<file path="config.mk">
export PLATFORM = sky130hd
export DESIGN_NAME = alarm_controller
export DESIGN_NICKNAME = d
export VERILOG_FILES = /design/src/rtl/alarm_pkg.sv /design/src/rtl/buzzer_div.sv /design/src/rtl/alarm_controller.sv
export SDC_FILE = /design/constraint.sdc
export NUM_CORES = 1
export LEC_CHECK = 0
export BUFFER_PORTS_ARGS = -buffer_cell sky130_fd_sc_hd__buf_2
export CELL_PAD_IN_SITES_DETAIL_PLACEMENT = 0
export CELL_PAD_IN_SITES_GLOBAL_PLACEMENT = 1
export CORE_ASPECT_RATIO = 0.8
export CORE_UTILIZATION = 40
export CTS_CLUSTER_SIZE = 8
export DETAILED_ROUTE_END_ITERATION = 8
export PLACE_DENSITY = 0.8
export SLEW_MARGIN = 5
export SYNTH_ARGS = -nofsm -noshare
export SYNTH_HDL_FRONTEND = slang
export SYNTH_SLANG_ARGS = --single-unit
</file>
<file path="constraint.sdc">
create_clock -name clk -period 2.1 [get_ports clk]
set_input_delay 0.105 -clock clk [delete_from_list [all_inputs] [get_ports clk]]
set_output_delay 0.105 -clock clk [all_outputs]
set_load 0.01 [all_outputs]
</file>
<file path="src/rtl/alarm_pkg.sv">
// Shared definitions for the alarm controller.
// Holds the state encoding (visible on the state output), the legal
// ranges for the alarm time digits, and a helper that sizes down-counters.
package alarm_pkg;

    typedef logic [1:0] state_t;

    localparam logic [1:0] ST_IDLE    = 2'd0;
    localparam logic [1:0] ST_ARMED   = 2'd1;
    localparam logic [1:0] ST_RINGING = 2'd2;
    localparam logic [1:0] ST_SNOOZE  = 2'd3;

    localparam logic [3:0] SEC_MAX = 4'd9;
    localparam logic [2:0] MIN_MAX = 3'd5;

    // Counter width for a down-counter that starts at n-1; never below 1 bit.
    function automatic int cnt_width(input int n);
        return (n <= 1) ? 1 : $clog2(n);
    endfunction

endpackage

</file>
<file path="src/rtl/buzzer_div.sv">
// Buzzer tone divider.
// Ports:
//   clk      - clock, rising edge
//   rst      - asynchronous active-low reset
//   enable   - tone runs while high, forced low otherwise
//   restart  - pulse on the edge that enters ringing; tone starts high
//   tone     - square wave, BUZZ_DIV cycles per half-period
module buzzer_div
    import alarm_pkg::*;
#(
    parameter int BUZZ_DIV = 4
) (
    input  logic clk,
    input  logic rst,
    input  logic enable,
    input  logic restart,
    output logic tone
);

    localparam int DW = cnt_width(BUZZ_DIV);

    logic [DW-1:0] div_cnt;
    logic          tone_q;

    // restart wins over enable: it arrives on the edge where enable is still low.
    always_ff @(posedge clk or negedge rst) begin
        if (!rst) begin
            div_cnt <= '0;
            tone_q  <= 1'b0;
        end else if (restart) begin
            div_cnt <= DW'(BUZZ_DIV - 1);
            tone_q  <= 1'b1;
        end else if (!enable) begin
            div_cnt <= '0;
            tone_q  <= 1'b0;
        end else if (div_cnt == '0) begin
            div_cnt <= DW'(BUZZ_DIV - 1);
            tone_q  <= ~tone_q;
        end else begin
            div_cnt <= div_cnt - 1'b1;
        end
    end

    assign tone = tone_q & enable;

endmodule

</file>
<file path="src/rtl/alarm_controller.sv">
// Alarm clock controller: stores an alarm time, fires on the rising edge of
// a time match, rings for a fixed time, supports snooze and stop.
// Ports:
//   clk, rst                  - clock (rising edge), async active-low reset
//   seconds, minutes          - current time digits from the upstream counter
//   set_alarm                 - load pulse for set_seconds / set_minutes
//   arm, snooze, stop         - user requests
//   alarm_seconds/minutes     - stored alarm time
//   state                     - FSM state (see table)
//   ringing, buzzer           - ringing flag and buzzer square wave
//
// state   | meaning
// IDLE    | disarmed, alarm time may be loaded
// ARMED   | waiting for a new time match, alarm time may be loaded
// RINGING | buzzer active, ring counter running
// SNOOZE  | silenced, snooze counter running before re-ringing
module alarm_controller
    import alarm_pkg::*;
#(
    parameter int RING_CYCLES   = 20,
    parameter int SNOOZE_CYCLES = 30,
    parameter int BUZZ_DIV      = 4
) (
    input  logic       clk,
    input  logic       rst,
    input  logic [3:0] seconds,
    input  logic [2:0] minutes,
    input  logic       set_alarm,
    input  logic [3:0] set_seconds,
    input  logic [2:0] set_minutes,
    input  logic       arm,
    input  logic       snooze,
    input  logic       stop,
    output logic [3:0] alarm_seconds,
    output logic [2:0] alarm_minutes,
    output logic [1:0] state,
    output logic       ringing,
    output logic       buzzer
);

    localparam int RW = cnt_width(RING_CYCLES);
    localparam int SW = cnt_width(SNOOZE_CYCLES);

    state_t        state_q, state_nxt;
    logic [RW-1:0] ring_cnt;
    logic [SW-1:0] snz_cnt;
    logic          match, match_d, match_rise;
    logic          ring_load, snz_load;

    assign match      = (seconds == alarm_seconds) && (minutes == alarm_minutes);
    assign match_rise = match && !match_d;

    always_comb begin
        state_nxt = state_q;
        ring_load = 1'b0;
        snz_load  = 1'b0;
        case (state_q)
            ST_IDLE: begin
                if (arm) state_nxt = ST_ARMED;
            end
            ST_ARMED: begin
                if (stop) begin
                    state_nxt = ST_IDLE;
                end else if (match_rise) begin
                    state_nxt = ST_RINGING;
                    ring_load = 1'b1;
                end
            end
            ST_RINGING: begin
                if (stop) begin
                    state_nxt = ST_IDLE;
                end else if (snooze) begin
                    state_nxt = ST_SNOOZE;
                    snz_load  = 1'b1;
                end else if (ring_cnt == '0) begin
                    state_nxt = ST_ARMED;
                end
            end
            ST_SNOOZE: begin
                if (stop) begin
                    state_nxt = ST_IDLE;
                end else if (snz_cnt == '0) begin
                    state_nxt = ST_RINGING;
                    ring_load = 1'b1;
                end
            end
            default: state_nxt = ST_IDLE;
        endcase
    end

    always_ff @(posedge clk or negedge rst) begin
        if (!rst) begin
            state_q       <= ST_IDLE;
            match_d       <= 1'b0;
            ring_cnt      <= '0;
            snz_cnt       <= '0;
            alarm_seconds <= '0;
            alarm_minutes <= '0;
        end else begin
            state_q <= state_nxt;
            match_d <= match;

            if (ring_load)
                ring_cnt <= RW'(RING_CYCLES - 1);
            else if (state_q == ST_RINGING && ring_cnt != '0)
                ring_cnt <= ring_cnt - 1'b1;

            if (snz_load)
                snz_cnt <= SW'(SNOOZE_CYCLES - 1);
            else if (state_q == ST_SNOOZE && snz_cnt != '0)
                snz_cnt <= snz_cnt - 1'b1;

            if (set_alarm && (state_q == ST_IDLE || state_q == ST_ARMED) &&
                set_seconds <= SEC_MAX && set_minutes <= MIN_MAX) begin
                alarm_seconds <= set_seconds;
                alarm_minutes <= set_minutes;
            end
        end
    end

    assign state   = state_q;
    assign ringing = (state_q == ST_RINGING);

    buzzer_div #(
        .BUZZ_DIV (BUZZ_DIV)
    ) u_buzzer_div (
        .clk     (clk),
        .rst     (rst),
        .enable  (ringing),
        .restart (ring_load),
        .tone    (buzzer)
    );

endmodule

</file>
==> impl_metrics.ini, run 1 <==
[finish]
diodes = 0
finish.utilization_pct = 52.5
multi_input_area_um2 = 648
area_growth_pct = 19.4
layout-drive-gt1-share_pct = 29.5
fin_nets = 182
num-fill-cells = 285
seqCellArea_um2 = 576

[yosys]
synthArstFlopShare_pct = 100
synth-seq-cells = 23
synth_area_leaders = dfrtp_1 45%, xor2_1 7.6%, mux2_2 5.3%
synth.distinct_cells = 35
seq_area_frac_synth_pct = 45.2
synthTopCellsByCount = 23 x dfrtp_1, 12 x nand2_1, 11 x xor2_1
synth_fp_nets = 147
syn_area_um2 = 1270
syn_inst = 122
synthFlopType = dfrtp_1
yosys_warnings = 0
syn_area_per_cell_um2 = 10.4
synth_top_area_cell = dfrtp_1
synth_edf_count = 0
netlist.area_leader.share_pct = 45.2
synth.most_common_cell = dfrtp_1

[clock_network]
cts_tree = built
cts_root_buf = clkbuf_8
postCtsSetupRepairBufs = 0
cts.sinks = 23
path_clk_slew_ns = 0.08
cts_hold_buf = 1
clkLatencyLatePin_ns = 0.26
post_cts_resized = 0
cts.path.max_buffers = 2
numCtsBuffers = 3
htree_levels = 1

[floorplanning]
dieHeight_um = 52.4
initial_core_util_pct = 44.0
placementRows = 17
coreArea_um2 = 2890
die_w_um = 65.1
ios = 31
dieArea_um2 = 3410

[grt]
antenna_found_initial = 0
grt_max_degree = 24
grtUsageTotal_pct = 16.5
overflow = 0
grt_pass1_vias = 950
grt_pass1_wl_um = 4220

[place]
place_congestion = 0.762
port_buffers = 30
place_hpwl_um = 1930

[setup_path]
cp-end-kind = flip-flop
timing.rr.end = ring_cnt[2]
cpPeakStageDelay_ns = 0.52
cpMaxStageDelayCell = or4b_4
crit_type = reg -> reg
r2r_slack_ns = 0.34
crit_fanout = 11
r2r_cells = 4
cp.required_ns = 2.26
critPathArrivalTime_ns = 1.92
setup.worst_path.start_class = flip-flop
path_cells = or4b_4 -> nor4_4 -> a21oi_2 -> and2_1
reg2reg_from = state[0]

[timing]
tns_ns = 0
period_minus_slack_ns = 1.76
fin_skew_ns = 0.00224
slew_headroom_pct = 66.0
worstMarginPinSlew_ns = 0.506
setup_viol = 0
drv_slew = 0
final_hold_viol_count = 0
timing.final.crit_share_pct = 84.0
max_freq_mhz = 567
rsz0062_at_grt = false

[detailed_routing]
viasPerCell = 5.05
ant_nets = 0
routed_wl_um = 2450
drcViolationCount = 0
vias = 979
wire_per_inst_um = 12.6
drt_iter0_markers = 29
first_pass_iters = 4

[pwr]
power_density_nw_per_um2 = 708
leakagePower_nw = 0.696
vdd_drop_max_mv = 0.400

[job]
drv_cap = 0

[min_path]
min_to = alarm_seconds[0]
hold_depth = 2
hold_class = in -> reg
hold_start = set_seconds[0]

[outcome]
status = completed
critical path: cells and delay by family (launching register included):
family             cells  cell delay (ns)
DFF                    1             0.50
and+or+nand+nor        3             1.02
AOI/OAI and AO/OA      1             0.15
through the flow:
stage                     cell area, um^2  power (W)  hold WS, ns  setup slack, ns  std cells
after global placement               1460   0.000806        0.108            0.411        189
after detailed placement             1460   0.000819        0.109            0.358        189
after global routing                 1520    0.00114       0.0664            0.253        194
after floorplan                      1270   0.000729       -0.191            0.403        122
final                                1520    0.00108       0.0696            0.336        194
after CTS                            1520    0.00109       0.0624            0.348        194
cell families after synthesis:
logic type,Yosys count,share of synthesized area [%]
adder cells (fa/ha/maj),5,4.92
AND/OR/NAND/NOR,47,22.5
AO/OA/AOI/OAI,15,7.87
multiplexers,6,5.31
buffers and inverters,11,3.83
XOR/XNOR,15,10.3
flip-flops,23,45.2
report_power, final:
part	switching [W]	internal (W)	total, W	leakage [nW]
clock network	0.000134	0.000132	0.000266	0.0255
registers	0.0000487	0.000495	0.000544	0.269
logic	0.000143	0.000122	0.000266	0.401
total	0.000326	0.000750	0.00108	0.696
how the worst max path moves through the flow:
stage                start          end  slack (ns)  cells past startpoint
4_1_cts           state[0]  ring_cnt[2]        0.35                      4
2_1_floorplan     state[1]  ring_cnt[2]        0.40                      4
6_report          state[0]  ring_cnt[2]        0.34                      4
3_3_place_gp      state[0]  ring_cnt[2]        0.41                      4
3_5_place_dp      state[0]  ring_cnt[2]        0.36                      4
5_1_grt        ring_cnt[0]  ring_cnt[0]        0.25                      6
registers in the layout, indices dropped and copies added, names as in the netlist:
name	count
alarm_minutes	3
alarm_seconds	4
match_d	1
ring_cnt	5
snz_cnt	5
state	2
u_buzzer_div.div_cnt	2
u_buzzer_div.tone_q	1
area by class of cell:
class,instances,share of cell area (%)
flip-flops and latches,23,37.9
clock inverters,1,0.329
repair buffers,32,11.0
multi-input cells,88,42.7
well taps,38,3.13
clock buffers,3,2.72
inverters,9,2.22
per-layer routing:
metal / vias up / part of all wire (%) / global-route usage (%)
li1: 495 / - / -
met1: 435 / 47 / 23.1
met2: 47 / 44 / 26.2
met3: 2 / 8.7 / 3.91
met4: 0 / 0.33 / 3.26
met5: - / 0 / 0
placed cells by master, fill, tap and decap left out, types with 3 or more instances in the layout:
master    count
and2_1        5
mux2_2        6
nor2_1        7
xnor2_1       4
ha_1          5
clkbuf_8      3
inv_1         8
xor2_1       11
buf_2        30
nand3_1       4
nor3_1        5
dfrtp_1      23
a21oi_1       4
nand2_1      12
Note: power is estimated with default switching activity, not from simulation.
==> run 2: changes to the inputs <==
- ABC_AREA: not set -> 1
- CORE_UTILIZATION: 40 -> 35
- PLACE_DENSITY: 0.8 -> 0.76
- clock period: 2.1 -> 1.45 ns (I/O delays scaled with it)
==> impl_metrics.ini, run 2 <==
[finish]
reg.largest.list = ring_cnt (5), snz_cnt (5), alarm_seconds (4)
seqCellArea_um2 = 576
fin_cells = 239
final_common_cell = buf_2
multi_input_area_um2 = 698
diodes = 0
area_growth_pct = 30.0
layout-drive-gt1-share_pct = 40.6
final_cell_mix = 30 x buf_2, 24 x nand2_1, 23 x dfrtp_1
final_area_um2 = 1720
fin_nets = 223
num-fill-cells = 343

[detailed_routing]
routed_wl_um = 2760
drcViolationCount = 4
vias = 1159
drt_iter0_markers = 39
viasPerCell = 4.85
ant_nets = 0
wire_per_inst_um = 11.6
first_pass_iters = 6

[timing]
fin_skew_ns = 0.00351
worstMarginPinSlew_ns = 0.524
tns_ns = 0
slew_headroom_pct = 65.0
setup_viol = 0
timing.final.crit_share_pct = 99.6
drv_slew = 0
finalWorstSetupSlack_ns = 0.00643
rsz0062_at_grt = true
period_minus_slack_ns = 1.44
max_freq_mhz = 693
final_hold_viol_count = 0

[clock_network]
numCtsBuffers = 3
cts.path.max_buffers = 2
path_clk_slew_ns = 0.08
cts_root_buf = clkbuf_8
htree_levels = 1
cts.sinks = 23
cts_tree = built
clkLatencyLatePin_ns = 0.26

[yosys]
synth-seq-cells = 23
synth_top_area_cell = dfrtp_1
netlist.area_leader.share_pct = 43.6
synth.most_common_cell = nand2_1
synthTopCellsByCount = 26 x nand2_1, 24 x inv_1, 23 x dfrtp_1
synthArstFlopShare_pct = 100
syn_area_um2 = 1320
synthFlopType = dfrtp_1
synth_fp_nets = 176
yosys_warnings = 0
synth.distinct_cells = 29
synth_edf_count = 0
seq_area_frac_synth_pct = 43.6
syn_area_per_cell_um2 = 8.74
syn_inst = 151
synth_area_leaders = dfrtp_1 44%, nand2_1 7.4%, inv_1 6.8%

[floorplanning]
dieArea_um2 = 4020
dieHeight_um = 56.9
coreArea_um2 = 3520
die_w_um = 70.7
ios = 31
initial_core_util_pct = 37.5
placementRows = 19

[setup_path]
cp-end-kind = flip-flop
crit_fanout = 3
setup.worst_path.start_class = flip-flop
critPathArrivalTime_ns = 1.60
crit_type = reg -> reg
cp.required_ns = 1.61

[grt]
use_met1_pct = 16.1
grt_max_degree = 24
busiest_layer = met2
grt_pass1_vias = 1082
overflow = 0
antenna_found_initial = 0
grt_pass1_wl_um = 4430
grtUsageMet3_pct = 4.77
grtUsageTotal_pct = 14.0
grt_use_met2_pct = 25.9

[place]
dp_slack_ns = 0.00731
place_congestion = 0.822
placed_cells = 230
place_hpwl_um = 2090
port_buffers = 30
placed_area_um2 = 1580

[pwr]
leakagePower_nw = 0.871
total_power_w = 0.00309
vdd_drop_max_mv = 0.896
power_density_nw_per_um2 = 1800

[min_path]
hold_class = in -> reg

[outcome]
violations = DRC
status = finished with violations

[job]
drv_cap = 0
==> run 2: cells by family (layout without fill, tap and decap cells) <==
| family | Yosys count | after routing | share of synthesized area (%) |
|---|---|---|---|
| AOI/OAI and AO/OA | 21 | 21 | 8.53 |
| adders and majority gates | 5 | 5 | 4.74 |
| buffers and inverters | 26 | 72 | 7.58 |
| xor gates and xnor gates | 8 | 8 | 5.31 |
| and+or+nand+nor | 64 | 64 | 26.8 |
| DFF | 23 | 23 | 43.6 |
| muxes | 4 | 4 | 3.41 |
==> run 2: final timing paths <==
check                                    start                to  slack, ns  depth (start not counted)
worst max-delay path                snz_cnt[1]          state[1]      0.006                         13
worst min-delay path            set_minutes[0]  alarm_minutes[0]       0.03                          2
worst max register to register      snz_cnt[1]          state[1]      0.006                         13
worst min register to register     ring_cnt[0]       ring_cnt[0]       0.51                          2
max in group asynchronous                  rst          state[0]       0.79                          2
min in group asynchronous                  rst       ring_cnt[4]       0.31                          2
==> run 2: metal layers <==
metal	part of all wire, %	wire length, um
met1	44	1210
met2	49	1350
met3	5.7	158
met4	1.4	39
met5	0	0
==> run 2: report_power, final <==
group / total (W) / internal [W] / switching [W]
sequential: 0.00113 / 0.000910 / 0.000219
combinational: 0.00156 / 0.000705 / 0.000854
clock: 0.000403 / 0.000192 / 0.000211
total: 0.00309 / 0.00181 / 0.00128
==> run 2: layout make-up <==
cell class                 count  share of cell area, %
inverter                      26                   5.84
tap                           42                   3.06
multi-input combinational    102                   40.7
sequential                    23                   33.6
clock inverter                 1                  0.292
clock buffer                   3                   2.41
timing repair buffer          42                   14.2
==> run 2: per-stage QoR <==
| step | hold slack (ns) | util (%) |
|---|---|---|
| floorplan | -0.223 | - |
| global placement | 0.0811 | 44.8 |
| detailed placement | 0.0905 | 44.8 |
| CTS | 0.0266 | 46.6 |
| global route | 0.0290 | 48.8 |
| finish | 0.0330 | 48.8 |
==> run 2: worst max-delay path: stages, from the launching register on <==
cell and delay (ns):
dfrtp_1 0.40, inv_2 0.09, ha_4 0.13, inv_2 0.04
nor2_4 0.11, nand2_2 0.06, nand2_2 0.09, o21ai_1 0.07
inv_1 0.05, nand2_1 0.06, nand2_2 0.08, nand2_1 0.05
nand2_1 0.06, nand2_1 0.05
==> run 2: what timing repair did <==
action / in CTS / in global routing
hold buffers: 1 / 0
resized for setup: 2 / 17
setup endpoints to repair: 3 / 10
hold endpoints to repair: 23 / 0
buffers inserted: 0 / 4
pin swaps: 1 / 8
